$ cat src/rtl/mips_ctrl_pkg.sv
// Shared constants for the multi-cycle MIPS control unit and its datapath.
// Holds opcode values, FSM state codes, datapath mux select codes and the
// control-word struct that the output decoder produces.
package mips_ctrl_pkg;

    localparam int unsigned OPCODE_W = 6;
    localparam int unsigned STATE_W  = 4;
    localparam int unsigned SEL_W    = 2;

    // Supported opcodes (instruction bits [31:26])
    localparam logic [OPCODE_W-1:0] OP_RTYPE = 6'b000000;
    localparam logic [OPCODE_W-1:0] OP_LW    = 6'b100011;
    localparam logic [OPCODE_W-1:0] OP_SW    = 6'b101011;
    localparam logic [OPCODE_W-1:0] OP_BEQ   = 6'b000100;
    localparam logic [OPCODE_W-1:0] OP_J     = 6'b000010;
    localparam logic [OPCODE_W-1:0] OP_ADDI  = 6'b001000;

    // FSM state encodings
    localparam logic [STATE_W-1:0] S_FETCH     = 4'd0;
    localparam logic [STATE_W-1:0] S_DECODE    = 4'd1;
    localparam logic [STATE_W-1:0] S_MEM_ADDR  = 4'd2;
    localparam logic [STATE_W-1:0] S_MEM_READ  = 4'd3;
    localparam logic [STATE_W-1:0] S_MEM_WB    = 4'd4;
    localparam logic [STATE_W-1:0] S_MEM_WRITE = 4'd5;
    localparam logic [STATE_W-1:0] S_EXECUTE   = 4'd6;
    localparam logic [STATE_W-1:0] S_R_WB      = 4'd7;
    localparam logic [STATE_W-1:0] S_BRANCH    = 4'd8;
    localparam logic [STATE_W-1:0] S_JUMP      = 4'd9;
    localparam logic [STATE_W-1:0] S_ADDI_EXEC = 4'd10;
    localparam logic [STATE_W-1:0] S_ADDI_WB   = 4'd11;

    // ALU B input select
    localparam logic [SEL_W-1:0] ALUB_REG     = 2'b00;
    localparam logic [SEL_W-1:0] ALUB_FOUR    = 2'b01;
    localparam logic [SEL_W-1:0] ALUB_IMM     = 2'b10;
    localparam logic [SEL_W-1:0] ALUB_IMM_SH2 = 2'b11;

    // ALU operation select
    localparam logic [SEL_W-1:0] ALUOP_ADD   = 2'b00;
    localparam logic [SEL_W-1:0] ALUOP_SUB   = 2'b01;
    localparam logic [SEL_W-1:0] ALUOP_FUNCT = 2'b10;

    // PC source select
    localparam logic [SEL_W-1:0] PCSRC_ALU    = 2'b00;
    localparam logic [SEL_W-1:0] PCSRC_ALUOUT = 2'b01;
    localparam logic [SEL_W-1:0] PCSRC_JUMP   = 2'b10;

    // Full control word driven toward the datapath
    typedef struct packed {
        logic             pc_write;
        logic             pc_write_cond;
        logic             i_or_d;
        logic             mem_read;
        logic             mem_write;
        logic             ir_write;
        logic             mem_to_reg;
        logic             reg_dst;
        logic             reg_write;
        logic             alu_src_a;
        logic [SEL_W-1:0] alu_src_b;
        logic [SEL_W-1:0] alu_op;
        logic [SEL_W-1:0] pc_source;
        logic             illegal_op;
    } ctrl_word_t;

    // True for every opcode the FSM knows how to sequence
    function automatic logic op_supported(input logic [OPCODE_W-1:0] op);
        return (op == OP_RTYPE) || (op == OP_LW)  || (op == OP_SW) ||
               (op == OP_BEQ)   || (op == OP_J)   || (op == OP_ADDI);
    endfunction

endpackage

$ cat src/rtl/mips_ctrl_output_decode.sv
// Moore output decoder: maps the current FSM state to the control word.
// Ports:
//   state_i  - current FSM state
//   opcode_i - instruction opcode, used only to flag illegal_op in DECODE
//   ctrl_c   - combinational control word
module mips_ctrl_output_decode
    import mips_ctrl_pkg::*;
(
    input  logic [STATE_W-1:0]  state_i,
    input  logic [OPCODE_W-1:0] opcode_i,
    output ctrl_word_t          ctrl_c
);

    // Unlisted fields stay 0; unreachable codes fall through to all-zero
    always_comb begin
        ctrl_c = '0;
        unique case (state_i)
            S_FETCH: begin
                ctrl_c.mem_read  = 1'b1;
                ctrl_c.ir_write  = 1'b1;
                ctrl_c.alu_src_b = ALUB_FOUR;
                ctrl_c.alu_op    = ALUOP_ADD;
                ctrl_c.pc_source = PCSRC_ALU;
                ctrl_c.pc_write  = 1'b1;
            end
            S_DECODE: begin
                // Speculative branch target computation
                ctrl_c.alu_src_b  = ALUB_IMM_SH2;
                ctrl_c.alu_op     = ALUOP_ADD;
                ctrl_c.illegal_op = !op_supported(opcode_i);
            end
            S_MEM_ADDR, S_ADDI_EXEC: begin
                ctrl_c.alu_src_a = 1'b1;
                ctrl_c.alu_src_b = ALUB_IMM;
                ctrl_c.alu_op    = ALUOP_ADD;
            end
            S_MEM_READ: begin
                ctrl_c.mem_read = 1'b1;
                ctrl_c.i_or_d   = 1'b1;
            end
            S_MEM_WB: begin
                ctrl_c.reg_write  = 1'b1;
                ctrl_c.mem_to_reg = 1'b1;
            end
            S_MEM_WRITE: begin
                ctrl_c.mem_write = 1'b1;
                ctrl_c.i_or_d    = 1'b1;
            end
            S_EXECUTE: begin
                ctrl_c.alu_src_a = 1'b1;
                ctrl_c.alu_src_b = ALUB_REG;
                ctrl_c.alu_op    = ALUOP_FUNCT;
            end
            S_R_WB: begin
                ctrl_c.reg_write = 1'b1;
                ctrl_c.reg_dst   = 1'b1;
            end
            S_BRANCH: begin
                ctrl_c.alu_src_a     = 1'b1;
                ctrl_c.alu_src_b     = ALUB_REG;
                ctrl_c.alu_op        = ALUOP_SUB;
                ctrl_c.pc_write_cond = 1'b1;
                ctrl_c.pc_source     = PCSRC_ALUOUT;
            end
            S_JUMP: begin
                ctrl_c.pc_write  = 1'b1;
                ctrl_c.pc_source = PCSRC_JUMP;
            end
            S_ADDI_WB: begin
                ctrl_c.reg_write = 1'b1;
            end
            default: ctrl_c = '0;
        endcase
    end

endmodule

$ cat src/rtl/mips_multicycle_control.sv
// Multi-cycle MIPS main control FSM. Holds the state register and next-state
// logic; the control word comes from mips_ctrl_output_decode. All outputs,
// including the debug state, are forced to 0 while reset is high.
// Ports:
//   clk, reset        - clock, synchronous active-high reset
//   opcode            - IR[31:26]
//   pc_write .. illegal_op - datapath enables, strobes and mux selects
//   state             - current state for debug
module mips_multicycle_control
    import mips_ctrl_pkg::*;
(
    input  logic                clk,
    input  logic                reset,
    input  logic [OPCODE_W-1:0] opcode,
    output logic                pc_write,
    output logic                pc_write_cond,
    output logic                i_or_d,
    output logic                mem_read,
    output logic                mem_write,
    output logic                ir_write,
    output logic                mem_to_reg,
    output logic                reg_dst,
    output logic                reg_write,
    output logic                alu_src_a,
    output logic [SEL_W-1:0]    alu_src_b,
    output logic [SEL_W-1:0]    alu_op,
    output logic [SEL_W-1:0]    pc_source,
    output logic                illegal_op,
    output logic [STATE_W-1:0]  state
);

    logic [STATE_W-1:0] state_q;
    logic [STATE_W-1:0] state_d;
    ctrl_word_t         ctrl_c;
    ctrl_word_t         ctrl_gated;

    // State register
    always_ff @(posedge clk) begin
        if (reset) begin
            state_q <= S_FETCH;
        end else begin
            state_q <= state_d;
        end
    end

    // Next-state logic; opcode only matters in DECODE and MEM_ADDR
    always_comb begin
        state_d = S_FETCH;
        unique case (state_q)
            S_FETCH:  state_d = S_DECODE;
            S_DECODE: begin
                unique case (opcode)
                    OP_LW, OP_SW: state_d = S_MEM_ADDR;
                    OP_RTYPE:     state_d = S_EXECUTE;
                    OP_BEQ:       state_d = S_BRANCH;
                    OP_J:         state_d = S_JUMP;
                    OP_ADDI:      state_d = S_ADDI_EXEC;
                    default:      state_d = S_FETCH;
                endcase
            end
            S_MEM_ADDR: begin
                // Anything other than lw/sw here aborts to FETCH safely
                if (opcode == OP_LW) begin
                    state_d = S_MEM_READ;
                end else if (opcode == OP_SW) begin
                    state_d = S_MEM_WRITE;
                end else begin
                    state_d = S_FETCH;
                end
            end
            S_MEM_READ:  state_d = S_MEM_WB;
            S_MEM_WB:    state_d = S_FETCH;
            S_MEM_WRITE: state_d = S_FETCH;
            S_EXECUTE:   state_d = S_R_WB;
            S_R_WB:      state_d = S_FETCH;
            S_BRANCH:    state_d = S_FETCH;
            S_JUMP:      state_d = S_FETCH;
            S_ADDI_EXEC: state_d = S_ADDI_WB;
            S_ADDI_WB:   state_d = S_FETCH;
            default:     state_d = S_FETCH;
        endcase
    end

    mips_ctrl_output_decode u_output_decode (
        .state_i  (state_q),
        .opcode_i (opcode),
        .ctrl_c   (ctrl_c)
    );

    // Reset gating: no strobe can leak out during the reset cycle
    assign ctrl_gated = reset ? '0 : ctrl_c;
    assign state      = reset ? '0 : state_q;

    assign pc_write      = ctrl_gated.pc_write;
    assign pc_write_cond = ctrl_gated.pc_write_cond;
    assign i_or_d        = ctrl_gated.i_or_d;
    assign mem_read      = ctrl_gated.mem_read;
    assign mem_write     = ctrl_gated.mem_write;
    assign ir_write      = ctrl_gated.ir_write;
    assign mem_to_reg    = ctrl_gated.mem_to_reg;
    assign reg_dst       = ctrl_gated.reg_dst;
    assign reg_write     = ctrl_gated.reg_write;
    assign alu_src_a     = ctrl_gated.alu_src_a;
    assign alu_src_b     = ctrl_gated.alu_src_b;
    assign alu_op        = ctrl_gated.alu_op;
    assign pc_source     = ctrl_gated.pc_source;
    assign illegal_op    = ctrl_gated.illegal_op;

endmodule

$ cat config.mk
export PLATFORM = sky130hd
export DESIGN_NAME = mips_multicycle_control
export DESIGN_NICKNAME = d
export VERILOG_FILES = /design/src/rtl/mips_ctrl_pkg.sv /design/src/rtl/mips_ctrl_output_decode.sv /design/src/rtl/mips_multicycle_control.sv
export SDC_FILE = /design/constraint.sdc
export NUM_CORES = 1
export LEC_CHECK = 0
export ABC_AREA = 1
export CORE_MARGIN = 10
export CORE_UTILIZATION = 38
export DETAILED_ROUTE_END_ITERATION = 12
export GPL_TIMING_DRIVEN = 0
export MAX_ROUTING_LAYER = met4
export PLACE_DENSITY = 0.77
export SLEW_MARGIN = 30
export SYNTH_ARGS = -nofsm -noshare
export SYNTH_HDL_FRONTEND = slang
export SYNTH_SLANG_ARGS = --single-unit
$ cat constraint.sdc
create_clock -name clk -period 1.25 [get_ports clk]
set_input_delay 0.25 -clock clk [delete_from_list [all_inputs] [get_ports clk]]
set_output_delay 0.25 -clock clk [all_outputs]
set_load 0.005 [all_outputs]
==> results_dict.tcl <==
set metrics [dict create \
    status "finished, violations left" \
    failed_checks "setup timing" \
    synth_warnings 0 \
    crit_family "flip-flops" \
    antenna_found_initial 0 \
    slew_headroom_pct 80.0 \
    hold_viol 0 \
    die_w_um 58.5 \
    fin_skew_ns 0.0102 \
    drive_above_1_share_pct 63.1 \
    synth_area_per_cell_um2 5.18 \
    met3_usage_pct 6.65 \
    grt-ovfl-total 0 \
    clock-sinks 4 \
    r2r-end "state_q[2]" \
    crit_chain "inv_8 -> nand2_8 -> o211ai_1 -> nand2_1 -> inv_1 -> buf_2" \
    dp_cells 152 \
    syn-num-nets 117 \
    min_path_cells 3 \
    p_leak_uw 0.000614 \
    drt_iter0_markers 79 \
    synth_edf_count 0 \
    core-area_mm2 0.00135 \
    stdcell_count 175 \
    seq_area_frac_synth_pct 14.2 \
    finalNetCount 170 \
    yosysMostFrequentCell "nand2_1" \
    critical_path.slowest_cell "dfxtp_4" \
    final.setup.worst_slack_ns -0.399 \
    fin_total_pwr_uw 539 \
    hp-start "reset" \
    slew_viol_final 0 \
    pwr-share-seq_pct 26.0 \
    peakVddDrop_mv 0.698 \
    critical_path_arrival_ns 1.40 \
    grt_setup_unrepaired "true" \
    hold_path.class "in -> reg" \
    grt_use_total_pct 15.2 \
    routedWlPerCell_um 19.1 \
    min_to "state_q[0]" \
    initial_core_util_pct 41.8 \
    met1_usage_pct 15.6 \
    ys_top_cells_by_count "nand2_1, nor2_1, inv_1" \
    drt_first_pass_iters 5 \
    globalplace.congestion 0.824 \
    period_share_pct 132 \
    synthDistinctLibCells 19 \
    cp_data_required_time_ns 1.00 \
    async_reset_ff_share_pct 0 \
    ys_ff_latch 4 \
    top_regs "state_q: 4 flops" \
    synth_top_area_cell "nand2_1" \
    busiest_layer "met2" \
    detail-route-antenna-nets 0 \
    rrSetupSlack_ns 0.02 \
    maxCapViolCount 0 \
    cts_tree "done" \
    p_clk_share_pct 31.7 \
    die_h_um 58.5 \
    pin_count 29 \
    area_growth_pct 119 \
    cts_buffer_depth 2 \
    r2r_cells 8 \
    grt_pass1_wl_mm 4.12 \
    yosys-top-cells-area "nand2_1, nor2_1, dfxtp_1" \
    worst-path-buf-inv 3 \
    yosysTopAreaCellShare_pct 16.6 \
    critPathKind "reg -> out" \
    path_clk_slew_ns 0.05 \
    pwr-share-comb_pct 42.3 \
    wirelength_mm 3.34 \
    p_switching_uw 205 \
    syn_inst 109 \
    endpoint_kind "output port" \
    die-area_mm2 0.00343 \
    power_density_mw_per_mm2 436 \
    insertion_delay_ns 0.25 \
    crit-reg2reg-launch "state_q[2]" \
    grt_max_degree 11 \
    grtUsageMet2_pct 25.5 \
    netSwitchingFraction_pct 38.0 \
    vias 1031 \
    synth_flop_cell "dfxtp_1" \
    start_kind "flop" \
    setup_viol 17 \
    fin_crit_ns 1.65 \
    cpPeakStageDelay_ns 0.38 \
    largest_register_ffs 4 \
    nFillCells 58 \
    cts_max_level 1 \
    via_per_inst 5.89 \
    synth_area_um2 564 \
    grt_pass1_vias 858 \
    crit_fanout 5 \
    tritoncts.num_buffers 3 \
    clock-root-buffer "clkbuf_4" \
    hpwl_mm 1.41 \
    remaining_drc_errors 0 \
    max_freq_mhz 606 \
    worst_pin_slew_ns 0.299 \
    cts_hold_buf 0 \
    antenna_cells 0 \
    numPortBuffers 28 \
    fp-row-count 13 \
    p_int_uw 334 \
    regMostFlops "state_q" \
]
tightest hold or removal path, stage by stage:
cell	delay [ns]
buf_2	0.15
clkbuf_8	0.18
nor2_1	0.09
timing repair:
action | CTS | global route
hold endpoints to repair | 0 | 0
pin swaps | 16 | 14
gates resized for setup | 159 | 21
buffers inserted | 10 | 10
setup endpoints to repair | 22 | 21
cloned | 0 | 0
layout by cell type (no fill, tap or decap), types with 5 or more instances in the layout:
| cell | netlist | final |
|---|---|---|
| dlygate4sd2_1 | 0 | 6 |
| nor2_1 | 24 | 17 |
| nor2_4 | 2 | 10 |
| inv_1 | 18 | 11 |
| nand3_1 | 7 | 5 |
| nand2_2 | 1 | 5 |
| a21oi_2 | 0 | 5 |
| buf_4 | 2 | 19 |
| nand2_1 | 25 | 16 |
| buf_2 | 0 | 19 |
area by class of cell:
| type | instances | area, µm² | area share [%] |
|---|---|---|---|
| inverters | 20 | 108 | 8.70 |
| well taps | 15 | 18.8 | 1.52 |
| plain buffers | 4 | 50.0 | 4.05 |
| multi-input cells | 81 | 618 | 50.0 |
| clock buffers | 3 | 22.5 | 1.82 |
| flip-flops and latches | 4 | 92.6 | 7.49 |
| repair buffers | 48 | 327 | 26.4 |
power groups by stage:
stage / logic [µW] / clock network, µW / registers (µW)
finish: 228 / 171 / 140
global route: 239 / 190 / 141
CTS: 183 / 167 / 138
detailed placement: 146 / 0 / 141
global placement: 144 / 0 / 141
floorplan: 72.2 / 0 / 139
metal layers:
metal  part of all wire (%)  up-vias
met5                      0        -
li1                       -      441
met4                    4.2        0
met3                     15       17
met2                     44       99
met1                     37      474
worst max-delay path by stage:
stage                          start      endpoint  cells after the start
after floorplan           state_q[0]    illegal_op                      4
after detailed placement       reset  pc_source[0]                      5
after global routing      state_q[1]     reg_write                      7
after global placement         reset  pc_source[0]                      5
final                     state_q[2]     reg_write                      6
after CTS                 state_q[1]  pc_source[0]                      5
cells by family (layout without fill, tap and decap cells):
group           after synthesis  count (layout)  synth area share [%]
compound gates                9               9                  8.87
buf+inv                      24              75                  17.3
flops                         4               4                  14.2
simple gates                 72              72                  59.6
metrics by stage:
| step | TNS (ns) | area, µm² | utilization [%] | setup slack [ns] | hold slack, ns |
|---|---|---|---|---|---|
| 3_5_place_dp | -15.95 | 870 | 64.4 | -0.936 | 0.701 |
| 5_1_grt | -5.41 | 1240 | 91.6 | -0.435 | 0.486 |
| 3_3_place_gp | -15.79 | 870 | 64.4 | -0.913 | 0.704 |
| 6_report | -4.49 | 1240 | 91.6 | -0.399 | 0.481 |
| 4_1_cts | -2.73 | 1100 | 81.7 | -0.264 | 0.418 |
| 2_1_floorplan | 0 | 571 | - | 0.0617 | 0.526 |
(Power assumes the default switching activity.)
